===== config.mk =====
export PLATFORM = sky130hd
export DESIGN_NAME = partial_mixer
export DESIGN_NICKNAME = d
export VERILOG_FILES = /design/src/rtl/partial_mixer_pkg.sv /design/src/rtl/partial_amp_ram.sv /design/src/rtl/partial_mixer.sv
export SDC_FILE = /design/constraint.sdc
export NUM_CORES = 2
export LEC_CHECK = 0
export CAP_MARGIN = 25
export CORE_MARGIN = 2
export CORE_UTILIZATION = 55
export CTS_BUF_LIST = sky130_fd_sc_hd__clkbuf_2 sky130_fd_sc_hd__clkbuf_4 sky130_fd_sc_hd__clkbuf_8
export DETAILED_ROUTE_END_ITERATION = 8
export MAX_ROUTING_LAYER = met4
export PLACE_DENSITY = 0.8
export RECOVER_POWER = 50
export SETUP_SLACK_MARGIN = 0.2
export SYNTH_ARGS = -nofsm -noshare
export SYNTH_HDL_FRONTEND = slang
export SYNTH_HIERARCHICAL = 1
export SYNTH_SLANG_ARGS = --single-unit

===== constraint.sdc =====
create_clock -name clk -period 5.7 [get_ports clk]
set_input_delay 1.14 -clock clk [delete_from_list [all_inputs] [get_ports clk]]
set_output_delay 1.14 -clock clk [all_outputs]
set_load 0.05 [all_outputs]

===== src/rtl/partial_mixer_pkg.sv =====
// partial_mixer_pkg: shared sample/amplitude types and output saturation helper.
//   sample_t : signed 16-bit audio / sine sample
//   amp_t    : unsigned Q0.16 amplitude
//   sat16    : clip a wide signed value to 16 bits, reporting whether it clipped
package partial_mixer_pkg;

    typedef logic signed [15:0] sample_t;
    typedef logic [15:0]        amp_t;

    localparam int AMP_FRAC_BITS = 16;

    typedef struct packed {
        logic    sat;
        sample_t val;
    } sat_t;

    function automatic sat_t sat16(input logic signed [63:0] x);
        sat_t r;
        r.sat = (x > 64'sd32767) || (x < -64'sd32768);
        r.val = (x > 64'sd32767)  ? 16'sh7FFF :
                (x < -64'sd32768) ? 16'sh8000 : x[15:0];
        return r;
    endfunction

endpackage


===== src/rtl/partial_amp_ram.sv =====
// partial_amp_ram: simple dual-port amplitude RAM, synchronous read-first read.
//   clk       : system clock
//   i_wr_en   : write strobe, i_wr_addr / i_wr_data select location and value
//   i_rd_en   : read enable, i_rd_addr selects location
//   o_rd_data : data of i_rd_addr one cycle after i_rd_en (old value on collision)
module partial_amp_ram
    import partial_mixer_pkg::*;
#(
    parameter  int DEPTH = 64,
    localparam int AW    = $clog2(DEPTH)
) (
    input  logic          clk,
    input  logic          i_wr_en,
    input  logic [AW-1:0] i_wr_addr,
    input  amp_t          i_wr_data,
    input  logic          i_rd_en,
    input  logic [AW-1:0] i_rd_addr,
    output amp_t          o_rd_data
);

    amp_t r_mem [DEPTH];
    amp_t r_rd_data;

    // No reset on the array so it maps onto block/distributed RAM.
    always_ff @(posedge clk) begin
        if (i_wr_en)
            r_mem[i_wr_addr] <= i_wr_data;
        if (i_rd_en)
            r_rd_data <= r_mem[i_rd_addr];
    end

    assign o_rd_data = r_rd_data;

endmodule


===== src/rtl/partial_mixer.sv =====
// partial_mixer: scales each incoming partial sine sample by its amplitude and
// sums NUM_PARTIALS of them into one saturated 16-bit audio sample per frame.
//   clk, rst_n    : clock, synchronous active-low reset
//   sin_in        : Q2.14 sine sample, qualified by sin_valid (one partial per pulse)
//   frame_sync    : realigns the partial counter to 0 and aborts the frame in flight
//   amp_wr_*      : amplitude RAM write port (unsigned Q0.16 per partial)
//   sample_out    : mixed sample, qualified by the one-cycle sample_valid pulse
//   sat_flag      : sample_out was clipped; updates with sample_valid
module partial_mixer
    import partial_mixer_pkg::*;
#(
    parameter  int NUM_PARTIALS = 64,
    parameter  int ACC_WIDTH    = 24,
    parameter  int OUT_SHIFT    = 6,
    localparam int AW           = $clog2(NUM_PARTIALS)
) (
    input  logic          clk,
    input  logic          rst_n,
    input  logic [15:0]   sin_in,
    input  logic          sin_valid,
    input  logic          frame_sync,
    input  logic          amp_wr_en,
    input  logic [AW-1:0] amp_wr_addr,
    input  logic [15:0]   amp_wr_data,
    output logic [15:0]   sample_out,
    output logic          sample_valid,
    output logic          sat_flag
);

    logic [AW-1:0]                r_idx;
    logic                         r_v1, r_v2, r_v3;
    logic                         r_first1, r_first2;
    logic                         r_last1, r_last2, r_last3;
    sample_t                      r_sin1;
    logic signed [32:0]           r_prod;
    logic signed [ACC_WIDTH-1:0]  r_acc;
    sample_t                      r_sample;
    logic                         r_valid;
    logic                         r_sat;

    logic [AW-1:0]                w_idx;
    logic                         w_first, w_last;
    amp_t                         w_amp;
    logic signed [32:0]           w_prod;
    logic signed [ACC_WIDTH-1:0]  w_term;
    logic                         w_fire;
    sat_t                         w_sat;

    // A sample arriving with frame_sync is partial 0 of the new frame.
    assign w_idx   = frame_sync ? '0 : r_idx;
    assign w_first = (w_idx == '0);
    assign w_last  = (w_idx == AW'(NUM_PARTIALS - 1));

    partial_amp_ram #(
        .DEPTH(NUM_PARTIALS)
    ) u_ram (
        .clk       (clk),
        .i_wr_en   (amp_wr_en),
        .i_wr_addr (amp_wr_addr),
        .i_wr_data (amp_wr_data),
        .i_rd_en   (sin_valid),
        .i_rd_addr (w_idx),
        .o_rd_data (w_amp)
    );

    // Amplitude is zero-extended so it multiplies as a positive value.
    assign w_prod = $signed({{17{r_sin1[15]}}, r_sin1}) * $signed({17'b0, w_amp});

    // Drop the amplitude fraction bits; the size cast sign-extends or trims to the accumulator.
    assign w_term = ACC_WIDTH'(r_prod >>> AMP_FRAC_BITS);

    // A frame completing in S3 while frame_sync arrives is discarded as well.
    assign w_fire = r_v3 & r_last3 & ~frame_sync;
    assign w_sat  = sat16(64'(r_acc >>> OUT_SHIFT));

    always_ff @(posedge clk) begin
        if (!rst_n) begin
            r_idx    <= '0;
            r_v1     <= 1'b0;
            r_v2     <= 1'b0;
            r_v3     <= 1'b0;
            r_acc    <= '0;
            r_sample <= '0;
            r_valid  <= 1'b0;
            r_sat    <= 1'b0;
        end else begin
            r_idx   <= sin_valid ? (w_last ? '0 : w_idx + AW'(1)) : w_idx;
            r_v1    <= sin_valid;
            r_v2    <= r_v1 & ~frame_sync;
            r_v3    <= r_v2 & ~frame_sync;
            r_valid <= w_fire;
            // The first partial reloads, so back-to-back frames never leak into each other.
            if (r_v2)
                r_acc <= r_first2 ? w_term : r_acc + w_term;
            if (w_fire) begin
                r_sample <= w_sat.val;
                r_sat    <= w_sat.sat;
            end
        end
    end

    // Datapath registers carry no reset; their valid bits gate every use.
    always_ff @(posedge clk) begin
        if (sin_valid) begin
            r_sin1   <= sin_in;
            r_first1 <= w_first;
            r_last1  <= w_last;
        end
        if (r_v1) begin
            r_prod   <= w_prod;
            r_first2 <= r_first1;
            r_last2  <= r_last1;
        end
        if (r_v2)
            r_last3 <= r_last2;
    end

    assign sample_out   = r_sample;
    assign sample_valid = r_valid;
    assign sat_flag     = r_sat;

endmodule


======== After elaboration in Yosys (flattened, before gate mapping) ========
Memories as Yosys holds them, arrays and structs flattened. A register that Yosys moved wholly into a read port is not among the register bits.
Index checks and enable logic that the tools add are counted.
cells by class
  $add $sub $neg .......................... 2
  $mul .................................... 1
  $lt $le $gt $ge ......................... 2
  equality and inequality tests ........... 1
  multiplexer cells ....................... 8
  bitwise gates (word level) .............. 5
  reduce and logical (&&, ||, !) cells .... 2
operators by type and width
  cell                  number
  $mul 16x17->33        1
  $mux 16               2
  $add 24x17->24        1
  $mux 24               1
  $gt 18x16->1 const B  1
  $lt 18x16->1 const B  1
  $mux 6                3
  $add 6x1->6 const B   1
  $eq 6x6->1 const B    1
  $logic_not 6->1       1
  $and 1x1->1           4
  $mux 1                2
  $logic_or 1x1->1      1
  $not 1->1             1
storage, ports and cells
  register bits after elaboration ......... 105
  bits in writable memories ............... 1024
  output and inout port bits .............. 18
  logic and storage cells ................. 37
  memories ................................ 1
memory list
  name         depth  bits a word  rd ports  clocked after memory_dff  wr ports  line                   RTL
  u_ram.r_mem  64     16           1         1                         1         partial_amp_ram.sv:21  amp_t r_mem [DEPTH];

======== Logic depth before layout (Yosys ltp) ========
  depth in word-level cells ............... 4
  gate-level depth with buffers ........... 22
  depth with buffers taken out ............ 20

======== Hierarchy ========
Netlist, hierarchy kept.
modules (own cells, without submodules)
  module           times used  cells an instance  area an instance (um^2)  seq. area each (um^2)
  partial_amp_ram  1           1829               40202.3                  31230.0
  partial_mixer    1           1465               13085.0                  2162.1

======== Worst setup path before layout ========
No wires, ideal clock.
  path type ............................... register to register
  from .................................... register r_sin1[1]
  to ...................................... register r_prod[24], data pin
  setup time .............................. 0.266 ns
  arrival ................................. 5.575 ns
  required time ........................... 5.434 ns
  slack ................................... -0.140 ns
  stages on the path, launching flop included .. 21
  path buffers ............................ 2
  clock period less this slack ............ 5.840 ns
  cell sequence ........................... edfxtp_1 > clkbuf_1 > nand2_1 > fa_1 > fa_1 > inv_1 > fa_1 > fa_1 > fa_1 > inv_1 > fa_1 > inv_1 > ha_1 > buf_2 > a21oi_1 > o211ai_1 > a221o_1 > a221o_1 > a21oi_2 > o21bai_1 > xor2_1
between the ends
  word-level cells in the longest chain between the ends .. 1
RTL lines
  element                   line                  RTL
  start: declaration        partial_mixer.sv:34   sample_t r_sin1;
  start signal: assignment  partial_mixer.sv:105  r_sin1 <= sin_in;
  $mul 16x17->33            partial_mixer.sv:67   assign w_prod = $signed({{17{r_sin1[15]}}, r_sin1}) * $signed({17'b0, w_amp});
  net w_prod[24]            partial_mixer.sv:44   logic signed [32:0] w_prod;
  end signal: assignment    partial_mixer.sv:110  r_prod <= w_prod;
  end: declaration          partial_mixer.sv:35   logic signed [32:0] r_prod;
The timed path passes the listed nets, and every way through them passes these cells.
A chain may end at the register's enable or synchronous reset.

======== Final worst setup path ========
  from .................................... register r_sin1[6]
  to ...................................... register r_prod[31], data pin
Same word-level chain as after synthesis.

==> flow_summary.json <==
{
  "startpoint": "r_sin1[6]",
  "grt_pass1_vias": 30800,
  "p_per_area_nw_per_um2": 472,
  "critical_path_class": "reg -> reg",
  "rr_startpoint": "r_sin1[6]",
  "htree_levels": 4,
  "r2r-end": "r_prod[31]",
  "viasPerCell": 6.04,
  "cp_max_fo": 7,
  "dp_cells": 4709,
  "cts.sinks": 1129,
  "yosysMostFrequentCell": "edfxtp_1",
  "worstPathRequired_ns": 6.25,
  "setup_ws_ns": -0.211,
  "syn_inst": 3294,
  "detail-route-antenna-nets": 0,
  "clockPowerShare_pct": 23.6,
  "arrival_ns": 6.46,
  "hold_class": "reg -> reg",
  "synth-edff-count": 1078,
  "hold_viol_final": 0,
  "start_util_pct": 55.3,
  "grt_pass1_wl_mm": 189,
  "tns_ns": -1.11,
  "layout.nets": 4015,
  "grt_max_degree": 65,
  "vias": 30500,
  "reg2reg_depth": 18,
  "worst_slew_pin_slew_ns": 3.63,
  "drv_cap": 18,
  "p_comb_share_pct": 42.6,
  "yosys_warnings": 6,
  "drive_gt1_share_pct": 22.8,
  "drt_iter0_markers": 3597,
  "core_um2": 96400,
  "design.die.area_um2": 99400,
  "seqPwrFrac_pct": 33.8,
  "fin_crit_ns": 5.91,
  "holdWs_ns": 0.420,
  "synth_area_um2": 53300,
  "switchingPower_uw": 9380,
  "crit_path_end_kind": "flip-flop",
  "wl_per_cell_um": 24.9,
  "synth_cell_type_count": 82,
  "ys.flop_type": "edfxtp_1",
  "syn_nets": 3675,
  "crit_end": "r_prod[31]",
  "area_growth_pct": 13.3,
  "dp_hpwl_mm": 81.6,
  "synth_area_leaders": "edfxtp_1, mux4_2, fa_1",
  "drc": 0,
  "grt_remaining_overflow": 0,
  "ys_ff_latch": 1129,
  "grt_util_all_layers_pct": 26.4,
  "io_buffers": 60,
  "ff2ff_setup_slack_ns": -0.21,
  "globalplace.congestion": 0.876,
  "numCtsBuffers": 174,
  "wl_mm": 126,
  "cts_buffer_depth": 3,
  "p_int_uw": 19100,
  "pre_cts_slack_ns": -0.363,
  "netlist_top_cells_count": "edfxtp_1, nand2_1, inv_1",
  "rsz0062_at_grt": "true",
  "ir_drop_v": 0.000824,
  "clk_pin_slew_worst_paths_ns": 0.06,
  "die_y_um": 315,
  "maxSlewViolCount": 1121,
  "sw_frac_of_total_pct": 32.9,
  "synth.largest_area_cell": "edfxtp_1",
  "finalClockSkew_ns": 0.0630,
  "synth_async_sr_flop_share_pct": 0,
  "synth_seq_area_share_pct": 62.7,
  "relSlewSlack_pct": -142,
  "cp-start-kind": "flip-flop",
  "stdcell_count": 5044,
  "violations": "max-capacitance violations, max-slew violations, negative setup slack",
  "clk_latency_ns": 0.84,
  "drt-pass1-iter-count": 5,
  "die_x_um": 315,
  "synth_top_area_share_pct": 60.7,
  "std_cell_rows": 114,
  "p_leak_uw": 0.0211,
  "io_pins": 61,
  "syn_avg_cell_area_um2": 16.2,
  "fmax_mhz": 169,
  "antenna_found_initial": 4,
  "status": "finished with violations",
  "setup_violations": 12,
  "cts-root-buf": "clkbuf_8",
  "period_share_pct": 104,
  "tritoncts": "done"
}
## area by class of cell
| cell class | instances | area [µm²] |
|---|---|---|
| Timing Repair Buffer | 327 | 2600 |
| Antenna cell | 3 | 7.51 |
| Sequential cell | 1129 | 33400 |
| Clock buffer | 232 | 2860 |
| Tap cell | 1276 | 1600 |
| Inverter | 244 | 928 |
| Fill cell | 6681 | 36000 |
| Clock inverter | 75 | 608 |
| Multi-Input combinational cell | 1758 | 18400 |
## stage by stage
step | power (µW) | utilization (%) | cell area [µm²]
after floorplan | 16300 | - | 53400
after global placement | 19800 | 58.6 | 56500
after detailed placement | 20000 | 58.6 | 56500
after CTS | 27800 | 62.5 | 60300
after global routing | 30100 | 62.6 | 60400
final | 28500 | 62.6 | 60400
## repair_timing
| item | in CTS | in global routing |
|---|---|---|
| setup endpoints to repair | 16 | 17 |
| pin swaps | 19 | 13 |
| resized for setup | 33 | 22 |
| buffers inserted | 12 | 11 |
| hold buffers | 0 | 0 |
## worst max-delay path, cell delays in order (launching register included)
cell and delay (ns):
edfxtp_1 0.49, and2_4 0.19, fa_1 0.52, inv_1 0.05
fa_1 0.50, fa_1 0.46, fa_1 0.54, inv_1 0.05
fa_1 0.44, fa_1 0.54, ha_4 0.22, a2111oi_4 0.33
o21ai_1 0.12, a41oi_2 0.30, a2111oi_2 0.12, buf_4 0.15
or3_4 0.35, o31ai_4 0.19, xnor2_1 0.09
## sequential cells by signal, indices dropped and copies added (netlist names), 6 cells and up
name	flops
r_acc	24
r_idx	6
r_prod	17
r_sin1	16
sample_out	16
u_ram/o_rd_data	16
u_ram/r_mem	1024
## metal layers
| layer | global-route usage, % | vias up | share of wire [%] |
|---|---|---|---|
| met2 | 42.2 | 1556 | 50 |
| met3 | 4.91 | 278 | 8.8 |
| met4 | 9.44 | 0 | 3.4 |
| li1 | - | 13100 | - |
| met5 | - | - | 0 |
| met1 | 34.1 | 15500 | 38 |
## kinds of logic (layout without fill, tap and decap cells)
logic type      Yosys count  after routing  share of synthesized area [%]
simple gates            675            675                           6.18
xor+xnor                 32             32                          0.526
compound gates          372            372                           4.69
other cells               0              3                              0
fa+ha+maj               338            338                           10.7
flops                  1129           1129                           62.7
buf+inv                 407            878                           3.51
mux                     341            341                           11.8
## worst min-delay path by stage
stage | start | end | slack [ns] | cells past startpoint
finish | r_first1 | r_first2 | 0.42 | 0
global route | r_last1 | r_last2 | 0.43 | 0
CTS | r_first1 | r_first2 | 0.42 | 0
detailed placement | r_first1 | r_first2 | 0.41 | 0
global placement | r_first1 | r_first2 | 0.40 | 0
floorplan | r_first1 | r_first2 | 0.40 | 0
## power groups by stage
stage          Combinational [µW]  Clock [µW]  Sequential, µW
6_report                    12200        6710            9640
5_1_grt                     13300        7160            9650
4_1_cts                     11300        6840            9620
3_5_place_dp                10200           0            9790
3_3_place_gp                10000           0            9790
2_1_floorplan                6610           0            9730
## layout by cell type, fill, tap and decap left out, types with 109 or more instances in the layout
cell type and instances:
and2_1 109, ha_1 135, edfxtp_1 1078, clkbuf_8 179, nor2_1 121, inv_1 240, nand2_1 255, mux4_2 220
fa_1 192, buf_4 232
Power figures use the tool's default switching activity.
